--- src/rtl/rgb_led_seq_pkg.sv ---
// Shared types and default parameter values for the RGB LED driver sequencer.
package rgb_led_seq_pkg;

   localparam int DEF_PWM_BITS   = 8;
   localparam int DEF_PRESCALE   = 4;
   localparam int DEF_WARMUP_CYC = 64;

   typedef enum logic [1:0] {
      ST_OFF    = 2'd0,
      ST_WARMUP = 2'd1,
      ST_ON     = 2'd2,
      ST_STOP   = 2'd3
   } state_e;

endpackage

--- src/rtl/rgb_pwm_timebase.sv ---
// PWM timebase: prescaler produces a tick every PRESCALE clocks, and the period
// counter steps on each tick through 0..2^PWM_BITS-2. Both counters hold at 0 while run is low.
module rgb_pwm_timebase #(
   parameter int PWM_BITS = 8,
   parameter int PRESCALE = 4
) (
   input  logic                clk,
   input  logic                resetn,
   input  logic                run,
   output logic [PWM_BITS-1:0] cnt,
   output logic                tick,
   output logic                wrap
);

   localparam int                PSC_W    = (PRESCALE > 1) ? $clog2(PRESCALE) : 1;
   localparam logic [PSC_W-1:0]  PSC_LAST = PSC_W'(PRESCALE - 1);
   localparam logic [PWM_BITS-1:0] CNT_LAST = PWM_BITS'((1 << PWM_BITS) - 2);

   logic [PSC_W-1:0]    psc_q, psc_d;
   logic [PWM_BITS-1:0] cnt_q, cnt_d;

   assign tick = run && (psc_q == PSC_LAST);
   assign wrap = tick && (cnt_q == CNT_LAST);
   assign cnt  = cnt_q;

   always_comb begin
      psc_d = psc_q;
      cnt_d = cnt_q;
      if (!run) begin
         psc_d = '0;
         cnt_d = '0;
      end else if (tick) begin
         psc_d = '0;
         cnt_d = wrap ? '0 : cnt_q + PWM_BITS'(1);
      end else begin
         psc_d = psc_q + PSC_W'(1);
      end
   end

   always_ff @(posedge clk or negedge resetn) begin
      if (!resetn) begin
         psc_q <= '0;
         cnt_q <= '0;
      end else begin
         psc_q <= psc_d;
         cnt_q <= cnt_d;
      end
   end

endmodule

--- src/rtl/rgb_led_seq.sv ---
// Power-up sequencer and three-channel PWM generator for the constant-current
// RGB LED driver: reference enable, warm-up, driver enable, glitch-free duty updates.
module rgb_led_seq
   import rgb_led_seq_pkg::*;
#(
   parameter int PWM_BITS   = DEF_PWM_BITS,
   parameter int PRESCALE   = DEF_PRESCALE,
   parameter int WARMUP_CYC = DEF_WARMUP_CYC
) (
   input  logic                clk,
   input  logic                resetn,
   input  logic                enable,
   input  logic                duty_valid,
   output logic                duty_ready,
   input  logic [PWM_BITS-1:0] duty_r,
   input  logic [PWM_BITS-1:0] duty_g,
   input  logic [PWM_BITS-1:0] duty_b,
   output logic                cur_en,
   output logic                rgbleden,
   output logic                rgb0_pwm,
   output logic                rgb1_pwm,
   output logic                rgb2_pwm,
   output logic                active,
   output state_e              state_dbg
);

   localparam int               WARM_W    = (WARMUP_CYC > 1) ? $clog2(WARMUP_CYC) : 1;
   localparam logic [WARM_W-1:0] WARM_LAST = WARM_W'(WARMUP_CYC - 1);

   state_e              state_q;
   logic [WARM_W-1:0]   warm_q;
   logic                cur_en_q, rgbleden_q, active_q;
   logic [2:0]          pwm_q, pwm_cmp;

   logic [PWM_BITS-1:0] cnt;
   logic                tick, wrap;

   logic                        ready_q, ready_d;
   logic [2:0][PWM_BITS-1:0]    pend_q, pend_d;
   logic [2:0][PWM_BITS-1:0]    act_q, act_d;

   rgb_pwm_timebase #(
      .PWM_BITS (PWM_BITS),
      .PRESCALE (PRESCALE)
   ) u_timebase (
      .clk    (clk),
      .resetn (resetn),
      .run    (state_q == ST_ON),
      .cnt    (cnt),
      .tick   (tick),
      .wrap   (wrap)
   );

   always_comb begin
      for (int i = 0; i < 3; i++) begin
         pwm_cmp[i] = (cnt < act_q[i]);
      end
   end

   // Duty handshake: a triple transfers on a clock edge where duty_valid and
   // duty_ready are both high. duty_ready stays low while that triple waits in
   // pending; the offerer must hold any further triple until duty_ready returns.
   // Pending moves to active at once outside ON, or at a period wrap in ON.
   always_comb begin
      ready_d = ready_q;
      pend_d  = pend_q;
      act_d   = act_q;
      if (duty_valid && ready_q) begin
         pend_d  = {duty_b, duty_g, duty_r};
         ready_d = 1'b0;
      end else if (!ready_q && ((state_q != ST_ON) || (tick && wrap))) begin
         act_d   = pend_q;
         ready_d = 1'b1;
      end
   end

   always_ff @(posedge clk or negedge resetn) begin
      if (!resetn) begin
         ready_q <= 1'b1;
         pend_q  <= '0;
         act_q   <= '0;
      end else begin
         ready_q <= ready_d;
         pend_q  <= pend_d;
         act_q   <= act_d;
      end
   end

   always_ff @(posedge clk or negedge resetn) begin
      if (!resetn) begin
         state_q    <= ST_OFF;
         warm_q     <= '0;
         cur_en_q   <= 1'b0;
         rgbleden_q <= 1'b0;
         active_q   <= 1'b0;
         pwm_q      <= '0;
      end else begin
         case (state_q)
            ST_OFF: begin
               if (enable) begin
                  state_q  <= ST_WARMUP;
                  cur_en_q <= 1'b1;
                  warm_q   <= '0;
               end
            end
            ST_WARMUP: begin
               if (!enable) begin
                  state_q  <= ST_OFF;
                  cur_en_q <= 1'b0;
               end else if (warm_q == WARM_LAST) begin
                  state_q    <= ST_ON;
                  rgbleden_q <= 1'b1;
                  active_q   <= 1'b1;
               end else begin
                  warm_q <= warm_q + WARM_W'(1);
               end
            end
            ST_ON: begin
               if (!enable) begin
                  state_q    <= ST_STOP;
                  rgbleden_q <= 1'b0;
                  active_q   <= 1'b0;
                  pwm_q      <= '0;
               end else begin
                  pwm_q <= pwm_cmp;
               end
            end
            ST_STOP: begin
               // One cycle of reference current after the driver turns off; enable is ignored here.
               state_q  <= ST_OFF;
               cur_en_q <= 1'b0;
            end
            default: state_q <= ST_OFF;
         endcase
      end
   end

   assign duty_ready = ready_q;
   assign cur_en     = cur_en_q;
   assign rgbleden   = rgbleden_q;
   assign active     = active_q;
   assign rgb0_pwm   = pwm_q[0];
   assign rgb1_pwm   = pwm_q[1];
   assign rgb2_pwm   = pwm_q[2];
   assign state_dbg  = state_q;

endmodule
--- config.mk ---
export PLATFORM = sky130hd
export DESIGN_NAME = rgb_led_seq
export DESIGN_NICKNAME = d
export VERILOG_FILES = /design/src/rtl/rgb_led_seq_pkg.sv /design/src/rtl/rgb_pwm_timebase.sv /design/src/rtl/rgb_led_seq.sv
export SDC_FILE = /design/constraint.sdc
export NUM_CORES = 1
export LEC_CHECK = 0
export ABC_CLOCK_PERIOD_IN_PS = 2300
export CORE_MARGIN = 3
export CORE_UTILIZATION = 55
export DETAILED_ROUTE_END_ITERATION = 7
export GPL_ROUTABILITY_DRIVEN = 0
export GPL_TIMING_DRIVEN = 0
export HOLD_SLACK_MARGIN = 0.06
export PLACE_DENSITY = 0.74
export SLEW_MARGIN = 30
export SYNTH_ARGS = -nofsm -noshare
export SYNTH_HDL_FRONTEND = slang
export SYNTH_SLANG_ARGS = --single-unit
export TNS_END_PERCENT = 1
--- constraint.sdc ---
create_clock -name clk -period 2.3 [get_ports clk]
set_input_delay 0.23 -clock clk [delete_from_list [all_inputs] [get_ports clk]]
set_output_delay 0.23 -clock clk [all_outputs]
set_load 0.05 [all_outputs]
# == After elaboration in Yosys (flattened, before gate mapping) ==
# Index checks and enable logic that the tools add are counted.
# op_classes
n_addsub,3
order_cmp,3
eq_ne,15
muxes,23
bitwise_logic,1
n_reduce_logical,17
# op_table
op,n
less-than comparator 8 bit,3
2-to-1 mux 8 bit,3
2-to-1 mux 6 bit,3
inequality test 2 bit (second input constant),8
2-to-1 mux 2 bit,6
case mux 6 bit (2 select lines),1
adder 8 x 1 -> 8 bit (second input constant),1
== test 8 bit (second input constant),1
case mux 2 bit (4 select lines),1
AND reduction 4 bit,2
adder 6 x 1 -> 6 bit (second input constant),1
== test 2 bit (second input constant),3
== test 6 bit (second input constant),1
2-to-1 mux 1 bit,6
AND reduction 3 bit,2
nonzero test 2 bit,3
logical AND 1 bit,5
2-to-1 mux 3 bit,1
inequality test 3 bit (second input constant),1
case mux 1 bit (3 select lines),1
nonzero test 3 bit,1
adder 2 x 1 -> 2 bit (second input constant),1
== test 2 x 1 -> 1 bit (second input constant),1
logical NOT 2 bit,1
5 further kinds,5
# word_totals
ff_bits,72
inputBits,28
out_inout_bits,9
elab_cells,76

# == Logic depth before layout (Yosys ltp) ==
# logic_depth
word_depth,8
depth_mapped,9
mapped_depth_nobuf,6

# == By module ==
# From an unflattened synthesis, not the netlist that was laid out.
# hier_totals
hier_cells,308
hier_area_um2,3657.3
# by_module_without_submodules
mod,n_inst,cells_per_inst,area_each_um2,seq_area_each_um2
rgb_led_seq,1,245,3084.2,1552.7
rgb_pwm_timebase,1,63,573.0,250.2

# == Worst setup path before layout ==
# OpenSTA, ideal clock, no wires.
# synth_timing
path_type,reg-to-reg
from,register u_timebase.cnt_q[0] (netlist: u_timebase.cnt[0])
to,register act_q[0] (netlist name)
setup_ps,125
arrival_time_ps,1918
required_ps,2175
setup_slack_ps,257
path_stages_with_launch,10
n_path_buf,3
synth_period_minus_slack_ps,2043
cell_sequence,dfrtp_1 -> clkbuf_1 -> inv_1 -> ha_1 -> and4_1 -> a31o_4 -> nor2b_4 -> buf_6 -> buf_6 -> mux2_4
# synth_via
elab_chain_len,6
# synth_lines
item,line_no,rtl
from (decl),rgb_pwm_timebase.sv:20,"logic [PWM_BITS-1:0] cnt_q, cnt_d;"
from (signal assigned),rgb_pwm_timebase.sv:46,cnt_q <= cnt_d;
== test 8 bit,rgb_pwm_timebase.sv:23,assign wrap = tick && (cnt_q == CNT_LAST);
logical AND 1 bit,rgb_pwm_timebase.sv:23,
logical AND 1 bit,rgb_led_seq.sv:71,end else if (!ready_q && ((state_q != ST_ON) || (tick && wrap))) begin
logical OR 1 bit,rgb_led_seq.sv:71,
logical AND 1 bit,rgb_led_seq.sv:71,
AND reduction 2 bit (no line),n/a,
to (signal assigned),rgb_led_seq.sv:85,act_q <= act_d;
to (decl),rgb_led_seq.sv:40,"logic [2:0][PWM_BITS-1:0] act_q, act_d;"
# Every way passes these cells.
# A chain may end at the register's enable or synchronous reset.

# == Worst setup path in the final report ==
# layout_timing
from,register u_timebase.cnt_q[0] (netlist: u_timebase.cnt[0])
to,register act_q[8] (netlist name)
# Same word-level chain as after synthesis.

==> results_dict.tcl <==
set metrics [dict create \
    ys.warnings.count 0 \
    slowest_delay_ns 0.56 \
    yosysSeqAreaShare_pct 50.0 \
    area_delta_synth_final_pct 18.1 \
    drtIter0Drc 108 \
    clk_pin_slew_worst_paths_ns 0.07 \
    num-nets-final 393 \
    core_um2 6130 \
    dieHeight_um 87.0 \
    drt-total-wl_mm 6.52 \
    grt_max_degree 51 \
    synth_common_cells "71 x dfrtp_1, 28 x mux2_2, 27 x inv_1, 25 x ha_1, 20 x mux2_4" \
    grt_pass1_vias 2371 \
    setup_ws_ns 0.133 \
    clkSinkCount 72 \
    fillers 462 \
    diodes 0 \
    rows 28 \
    grt_pass1_wl_mm 11.3 \
    cts.repair.resized 0 \
    drtPass1Iterations 4 \
    route.vias.total 2339 \
    synth_top_family_by_area "multiplexers" \
    root_buffer "clkbuf_8" \
    io_pins 37 \
    final-setup-viol-count 0 \
    cts_tree "done" \
    antenna_found_initial 0 \
    syn_inst 292 \
    synth_area_leader_cell "dfrtp_1" \
    dieArea_um2 7560 \
    yosys-top-cells-area "dfrtp_1 49%, mux2_2 8.7%, ha_1 8.7%" \
    synthMuxAreaShare_pct 17.4 \
    synth_fp_nets 345 \
    path_class "reg2reg" \
    synth_xor_area_share_pct 1.70 \
    grt.total_usage_pct 19.7 \
    drc 0 \
    status "complete, no violations" \
    finalClockSkew_ns 0.0148 \
    place_ws_ns -0.00271 \
    cts_buffer_depth 2 \
    crit_path_frequent_cell "buf_6" \
    drv_slew 0 \
    drive_above_1_share_pct 21.4 \
    ir_drop_v 0.000560 \
    synth.top_cell.area_share_pct 49.3 \
    synth_area_um2 3600 \
    synth_compound_area_share_pct 8.71 \
    cp_max_fo 10 \
    total_power_mw 3.07 \
    initial_core_util_pct 58.8 \
    cts_buffers 9 \
    cts_setup_buffers 0 \
    critPathArrivalTime_ns 2.39 \
    maxCapViolCount 0 \
    multi_input_area_um2 1630 \
    hold_viol_final 0 \
    synth_ff_type "dfrtp_1" \
    slew_headroom_pct 60.3 \
    rsz0062_at_grt "no" \
    end_kind "flip-flop" \
    tightest_slew_ns 0.596 \
    avgSynthCellArea_um2 12.3 \
    synth_cell_types 45 \
    power.density_nw_per_um2 721 \
    synth-simple-area-share_pct 8.57 \
    ys_ff_latch 72 \
    critical-path-slowest-cell "dfrtp_1" \
    overflow 0 \
    postRouteAntennaNets 0 \
    viasPerCell 5.57 \
    ff2ff_setup_slack_ns 0.13 \
    htree_num_levels 3 \
    start_kind "flip-flop" \
    synth_edf_count 0 \
    path_cells "inv_1 > ha_1 > and4_1 > a31o_4 > nor2b_4 > buf_6 > buf_6 > mux2_4" \
    ff_latch_area_um2 1800 \
    synthAdderAreaFrac_pct 8.96 \
    async_flop_share_pct 100 \
    fmax_ghz 0.461 \
    synth_most_common_cell "dfrtp_1" \
    hpwl_mm 4.67 \
    port_buffers 36 \
    post_drt_wl_per_cell_um 15.5 \
    fin_crit_ns 2.17 \
    period_share_pct 94.2 \
    cellLeakagePower_nw 2.03 \
    die_w_um 87.0 \
    worstHoldPathType "in2async" \
    cp.required_ns 2.53 \
    worstSkewPairLatency_ns 0.35 \
]
[metal layers]
layer | share of wire (%) | GRT usage (%)
met1 | 48 | 27.7
met4 | 1.9 | 7.79
met2 | 46 | 29.0
met3 | 4.2 | 5.30
met5 | 0 | 0
[cell type report]
type | instances | share of cell area [%]
Tap cell | 75 | 2.20
Buffer | 8 | 1.50
Multi-Input combinational cell | 184 | 38.4
Timing Repair Buffer | 38 | 9.29
Clock inverter | 3 | 0.412
Sequential cell | 72 | 42.4
Clock buffer | 13 | 3.50
Inverter | 27 | 2.38
[flip-flops by register name, summed over array words and instances, names as in the netlist, named ones only]
| register | cells |
|---|---|
| pwm_q | 3 |
| duty_ready | 1 |
| u_timebase.psc_q | 2 |
| act_q | 24 |
| state_dbg | 1 |
| cur_en | 1 |
| active | 1 |
| u_timebase.cnt | 8 |
| pend_q | 24 |
| warm_q | 6 |
[power by group]
group	leakage (nW)	switching [mW]	internal, mW	total, mW
logic	1.06	0.262	0.359	0.620
registers	0.887	0.115	1.46	1.58
clock network	0.0834	0.450	0.419	0.868
total	2.03	0.827	2.24	3.07
[worst max-delay path, delay by kind of cell (launching register included)]
| family | cells | cell delay (ns) |
|---|---|---|
| buf+inv | 3 | 0.37 |
| flops | 1 | 0.56 |
| mux | 1 | 0.30 |
| simple gates | 2 | 0.34 |
| fa+ha+maj | 1 | 0.21 |
| compound gates | 1 | 0.27 |
[metrics by stage]
step	instance area, um^2	hold slack, ns	TNS (ns)	instances	util (%)
after detailed placement	4080	0.146	-0.00346	404	66.6
after global placement	4060	0.434	-103.03	403	66.2
after global routing	4260	0.347	0	420	69.4
after floorplan	3600	-0.0656	0	292	-
final	4260	0.316	0	420	69.4
after CTS	4260	0.318	0	420	69.4
[cell families (layout without fill, tap and decap cells)]
kind of cell,Yosys count,count (layout)
xor gates and xnor gates,7,7
and+or+nand+nor,54,54
DFF,72,72
adders and majority gates,26,26
buffers and inverters,36,89
AOI/OAI and AO/OA,48,48
muxes,49,49
[cells in the final DEF (no fill, tap or decap), types with 3 or more instances in the layout]
cell / instances
xnor2_1: 4
and2_1: 3
nor2_1: 10
xor2_1: 3
clkbuf_1: 6
a21o_1: 4
a2111oi_0: 4
nand3_1: 6
ha_1: 25
a21oi_1: 13
mux2_2: 28
mux2_4: 20
o21ai_0: 12
buf_6: 4
nand2b_1: 4
nand2_1: 12
clkbuf_8: 10
o22ai_1: 3
and3_1: 3
dfrtp_1: 71
inv_1: 27
clkdlybuf4s50_1: 35
and4_1: 3
a311oi_1: 3
[path summary, 6_finish.rpt]
| path | from | to | depth (start not counted) |
|---|---|---|---|
| setup / recovery | u_timebase.cnt[0] | act_q[8] | 8 |
| hold reg to reg | u_timebase.psc_q[0] | u_timebase.psc_q[0] | 1 |
| min in group clk | u_timebase.psc_q[0] | u_timebase.psc_q[0] | 1 |
| hold / removal | resetn | warm_q[1] | 2 |
| max in group asynchronous | resetn | duty_ready | 3 |
| setup reg to reg | u_timebase.cnt[0] | act_q[8] | 8 |
[what timing repair did]
item	in CTS	in global routing
endpoints found under the setup margin	20	0
endpoints found under the hold margin	22	0
hold buffers	1	0
No activity file was read; power rests on OpenSTA's default activity.
